### config.mk
export PLATFORM = sky130hd
export DESIGN_NAME = pipelined_parallel_adder
export DESIGN_NICKNAME = d
export VERILOG_FILES = /design/src/rtl/adder_pkg.sv /design/src/rtl/pipelined_parallel_adder_stage.sv /design/src/rtl/pipelined_parallel_adder.sv
export SDC_FILE = /design/constraint.sdc
export NUM_CORES = 1
export LEC_CHECK = 0
export ABC_AREA = 1
export BUFFER_PORTS_ARGS = -buffer_cell sky130_fd_sc_hd__buf_2
export CORE_MARGIN = 2
export CORE_UTILIZATION = 40
export DETAILED_ROUTE_END_ITERATION = 10
export GPL_TIMING_DRIVEN = 0
export HOLD_SLACK_MARGIN = 0.02
export PLACE_DENSITY = 0.58
export SLEW_MARGIN = 20
export SYNTH_ARGS = -nofsm -noshare
export SYNTH_HDL_FRONTEND = slang
export SYNTH_SLANG_ARGS = --single-unit
### constraint.sdc
create_clock -name clk -period 4.45 [get_ports clk]
set_input_delay 0.445 -clock clk [delete_from_list [all_inputs] [get_ports clk]]
set_output_delay 0.445 -clock clk [all_outputs]
set_load 0.02 [all_outputs]
### src/rtl/adder_pkg.sv
// rtl/adder_pkg.sv - shared constants and helpers for the pipelined parallel adder
package adder_pkg;

  localparam int DEFAULT_WIDTH = 16;
  localparam int DEFAULT_CHUNK = 4;

  function automatic int calc_nstage(input int width, input int chunk);
    return width / chunk;
  endfunction

  function automatic bit chunk_cfg_ok(input int width, input int chunk);
    return (chunk >= 1) && (chunk <= width) && ((width % chunk) == 0);
  endfunction

endpackage

### src/rtl/pipelined_parallel_adder_stage.sv
// rtl/pipelined_parallel_adder_stage.sv - one carry-registered chunk stage (module adder_chunk_stage)
module adder_chunk_stage #(
  parameter int WIDTH = 16,
  parameter int CHUNK = 4,
  parameter int IDX   = 0
) (
  input  logic             clk,
  input  logic             rst_n,
  input  logic             en,
  input  logic             v_in,
  input  logic             c_in,
  input  logic [WIDTH-1:0] a_in,
  input  logic [WIDTH-1:0] b_in,
  input  logic [WIDTH-1:0] s_in,
  output logic             v_out,
  output logic             c_out,
  output logic [WIDTH-1:0] a_out,
  output logic [WIDTH-1:0] b_out,
  output logic [WIDTH-1:0] s_out
);

  localparam int LO = IDX * CHUNK;

  logic [CHUNK:0] chunk_sum;

  assign chunk_sum = {1'b0, a_in[LO +: CHUNK]} + {1'b0, b_in[LO +: CHUNK]}
                   + {{CHUNK{1'b0}}, c_in};

  // Operands travel with the beat; lower sum bits accumulate chunk by chunk.
  always_ff @(posedge clk or negedge rst_n) begin
    if (!rst_n) begin
      v_out <= 1'b0;
      c_out <= 1'b0;
      a_out <= '0;
      b_out <= '0;
      s_out <= '0;
    end else if (en) begin
      v_out             <= v_in;
      c_out             <= chunk_sum[CHUNK];
      a_out             <= a_in;
      b_out             <= b_in;
      s_out             <= s_in;
      s_out[LO +: CHUNK] <= chunk_sum[CHUNK-1:0];
    end
  end

endmodule

### src/rtl/pipelined_parallel_adder.sv
// rtl/pipelined_parallel_adder.sv - pipelined add/subtract with valid/ready handshakes
module pipelined_parallel_adder
  import adder_pkg::*;
#(
  parameter int WIDTH = DEFAULT_WIDTH,
  parameter int CHUNK = DEFAULT_CHUNK
) (
  input  logic             clk,
  input  logic             rst_n,
  input  logic             in_valid,
  output logic             in_ready,
  input  logic [WIDTH-1:0] a,
  input  logic [WIDTH-1:0] b,
  input  logic             cin,
  input  logic             sub,
  output logic             out_valid,
  input  logic             out_ready,
  output logic [WIDTH-1:0] sum,
  output logic             cout,
  output logic             overflow
);

  localparam int NSTAGE = calc_nstage(WIDTH, CHUNK);

  if (!chunk_cfg_ok(WIDTH, CHUNK)) begin : g_cfg_check
    $error("pipelined_parallel_adder: WIDTH must be a multiple of CHUNK");
  end

  logic             en;
  logic             pv [NSTAGE+1];
  logic             pc [NSTAGE+1];
  logic [WIDTH-1:0] pa [NSTAGE+1];
  logic [WIDTH-1:0] pb [NSTAGE+1];
  logic [WIDTH-1:0] ps [NSTAGE+1];

  // Whole pipeline moves together, so a stalled output freezes every stage.
  assign en       = !out_valid || out_ready;
  assign in_ready = rst_n && en;

  assign pv[0] = in_valid;
  assign pc[0] = sub ? 1'b1 : cin;
  assign pa[0] = a;
  assign pb[0] = sub ? ~b : b;
  assign ps[0] = '0;

  for (genvar i = 0; i < NSTAGE; i++) begin : g_stage
    adder_chunk_stage #(
      .WIDTH(WIDTH),
      .CHUNK(CHUNK),
      .IDX  (i)
    ) u_stage (
      .clk  (clk),
      .rst_n(rst_n),
      .en   (en),
      .v_in (pv[i]),
      .c_in (pc[i]),
      .a_in (pa[i]),
      .b_in (pb[i]),
      .s_in (ps[i]),
      .v_out(pv[i+1]),
      .c_out(pc[i+1]),
      .a_out(pa[i+1]),
      .b_out(pb[i+1]),
      .s_out(ps[i+1])
    );
  end

  assign out_valid = pv[NSTAGE];
  assign sum       = ps[NSTAGE];
  assign cout      = pc[NSTAGE];
  assign overflow  = (pa[NSTAGE][WIDTH-1] == pb[NSTAGE][WIDTH-1])
                  && (ps[NSTAGE][WIDTH-1] != pa[NSTAGE][WIDTH-1]);

endmodule

==> results by group <==
Floorplanning
  • Number of top-level pins: 58
  • Die Span Y: 108.3 um
  • Starting density of the core: 40.51%
  • Area enclosed by the die boundary: 0.01173 mm^2
  • Die Width: 108.3 um
  • # rows: 38
  • Area of the core: 0.01075 mm^2

Synth
  • Largest area contributor in the netlist: dfrtp_1
  • Synthesized net count: 541
  • Synth Area per Inst: 9.012 um^2
  • Cell area after synthesis: 0.004353 mm^2
  • Number of cells produced by synthesis: 483
  • Proportion of netlist area held by the largest area contributor: 56.34%
  • Number of unique standard cell types used by synthesis: 21
  • Number of synthesized register bits: 98
  • Top cells by area in the synthesized netlist: dfrtp_1, nand2_1, o21ai_0
  • Warning count from the yosys run: 0
  • Proportion of synthesized chip area in sequential cells: 56.34%

Timing
  • Final setup viols: 0
  • Setup Skew: 0.005375 ns
  • Worst slew margin: 60.64%
  • Total Neg Setup Slack: 0 ns
  • Post-route clock period utilization: 47.84%
  • Min cycle time layout: 2.129 ns
  • Fin. max-slew vios: 0
  • Top achievable clock speed: 469.8 MHz
  • Transition time of the tightest slew-check pin: 0.5903 ns
  • Setup repair after global routing missed its margin: false
  • Final hold violation count: 0

Critical path
  • Number of buffers and inverters on the critical path: 4
  • CP endpoint kind: primary output
  • Slowest library cell on the worst path: dlygate4sd3_1
  • RR Startpoint: g_stage[1].u_stage.b_out[8]
  • Ordered list of cells on the worst path: dlygate4sd3_1 -> buf_6 -> inv_1 -> nor2_1 -> buf_2
  • Data required time at the worst endpoint: 4.01 ns
  • Number of cells on the critical path: 5
  • Arrival @ worst endpoint: 1.68 ns
  • Setup slack of the most critical reg-to-reg path: 2.70 ns
  • Largest stage delay on the critical path: 0.54 ns
  • Path type of the worst setup path: in -> out
  • R2R depth: 6
  • Reg-to-Reg End: g_stage[2].u_stage.c_out
  • Largest fanout on the critical path: 40
  • Critical path launch point type: input pin
  • Cell type group with the largest total delay on the critical path: buffers and inverters

Pwr
  • Comb power frac: 36.8%
  • Worst VDD drop: 0.2827 mV
  • Clock power share: 19.6%
  • Net switching power of the design: 1.320 mW
  • P_int: 2.141 mW
  • Leakage power total: 2.704 nW
  • Switching power as a share of total power: 38.14%
  • Flop pwr share: 43.6%
  • Pwr per Cell Area: 678.5 mW/mm^2

Drt
  • Overall via count from detail_route: 3170
  • Antenna Violating Nets Remaining: 0
  • Average routed wire per standard cell: 13.01 um
  • 1st-pass router iterations: 4
  • Drt initial violations: 160
  • Via density: 4.548
  • Final WL: 9065 um
  • DRC violations left: 0

Global routing
  • Vias in the first global route: 3157
  • Largest net degree at the start of global routing: 61
  • Residual overflow from global routing: 0
  • Total global routing track utilization: 17.51%
  • Initial antenna violation count: 0
  • First-pass GRT wire length: 15820 um

Finish
  • Most common cell after layout, fill and taps aside: nand2_1
  • Top library cells by usage in the layout, fill and taps aside: nand2_1, dfrtp_1, buf_2, o21ai_0, inv_1
  • Total number of nets in the final design: 610
  • Area growth, synth to finish: 17.16%
  • Fraction of layout cells with a size suffix above 1: 16.88%
  • Number of inserted diodes: 0
  • Utilization after layout: 47.46%

Clock tree
  • Number of buffers created by CTS: 9
  • Clock sink total: 98
  • Total setup buffers inserted after CTS: 0
  • Deepest clock path buffer count: 2
  • Number of buffers inserted by hold repair at cts: 1
  • Clock transition at the registers of the reported paths: 0.09 ns
  • Post-cts sizing count: 0
  • Clock latency of the later-clocked register in the worst-skew pair: 0.36 ns
  • H-Tree Depth: 3
  • TritonCTS clock tree: yes
  • Clock Root Buffer: clkbuf_8

Placed design
  • Number of buffers inserted by port buffering: 56
  • GP Congestion: 0.7439
  • HPWL Detailed: 6485 um

Hold path
  • Worst-case hold path end point: g_stage[0].u_stage.a_out[6]
  • Source of the worst hold timing path: a[6]
  • Worst hold stages: 3
  • Worst min-delay path category: in -> reg

Flow run
  • MaxCap Viol Count: 0

Outcome
  • Run status: finished clean
## layer usage
metal	part of all wire, %	up-vias	global-route usage, %
li1	-	1630	-
met1	49	1478	25.90
met2	46	55	26.37
met3	4.2	7	3.074
met4	0.85	0	5.311
met5	0	-	0
## logic make-up after synthesis
logic type	Yosys count	share of synthesized area, %
compound gates	51	6.036
xor+xnor	16	3.219
fa+ha+maj	20	7.128
buf+inv	55	5.864
flops	98	56.34
simple gates	243	21.41
## sequential cells by signal (all words and copies together), names as in the netlist
signal                 cells
g_stage.u_stage.c_out      4
g_stage.u_stage.a_out     25
g_stage.u_stage.b_out     25
g_stage.u_stage.s_out     40
g_stage.u_stage.v_out      4
## metrics by stage
step	hold WS, ns	cells	total power [mW]	setup slack [ns]	instance area (um^2)
5_1_grt	0.2678	697	3.800	2.194	5100
2_1_floorplan	0.1494	483	2.389	2.191	4353
3_5_place_dp	0.3853	680	2.810	2.020	4842
6_report	0.2752	697	3.460	2.321	5100
3_3_place_gp	0.4382	679	2.766	1.459	4808
4_1_cts	0.2527	697	3.500	2.285	5100
## cell type report
class	count	area (um^2)
Inverter	32	120.1
Multi-Input combinational cell	330	1645
Fill cell	1087	5645
Buffer	23	135.1
Clock buffer	13	178.9
Sequential cell	98	2452
Clock inverter	3	68.82
Timing Repair Buffer	58	324.1
Tap cell	140	175.2
## worst min-delay path, delay by kind of cell
| family | cells | cell delay (ns) |
|---|---|---|
| and+or+nand+nor | 2 | 0.08 |
| buffers and inverters | 1 | 0.07 |
## power by group through the flow
stage / registers [mW] / clock network (mW) / logic, mW
5_1_grt: 1.56 / 0.737 / 1.50
6_report: 1.51 / 0.678 / 1.27
2_1_floorplan: 1.57 / 0 / 0.818
4_1_cts: 1.51 / 0.695 / 1.29
3_3_place_gp: 1.52 / 0 / 1.25
3_5_place_dp: 1.53 / 0 / 1.29
## synthesized netlist by cell type, drive strengths merged
cell,n
xor2,4
xnor2,12
clkbuf,5
a21oi,8
buf,18
nand2,214
o21ai,40
fa,8
ha,12
or2,1
a22oi,1
nand3,12
inv,32
dfrtp,98
nor2,16
o31ai,2
## how the worst max path moves through the flow
stage                     startpoint  slack [ns]                        to
after floorplan                  sub        2.19  g_stage[0].u_stage.c_out
after global placement         rst_n        1.46                  in_ready
after detailed placement         sub        2.02  g_stage[0].u_stage.c_out
after CTS                      rst_n        2.28                  in_ready
after global routing           rst_n        2.19                  in_ready
final                          rst_n        2.32                  in_ready
Note: power is estimated with default switching activity, not from simulation.
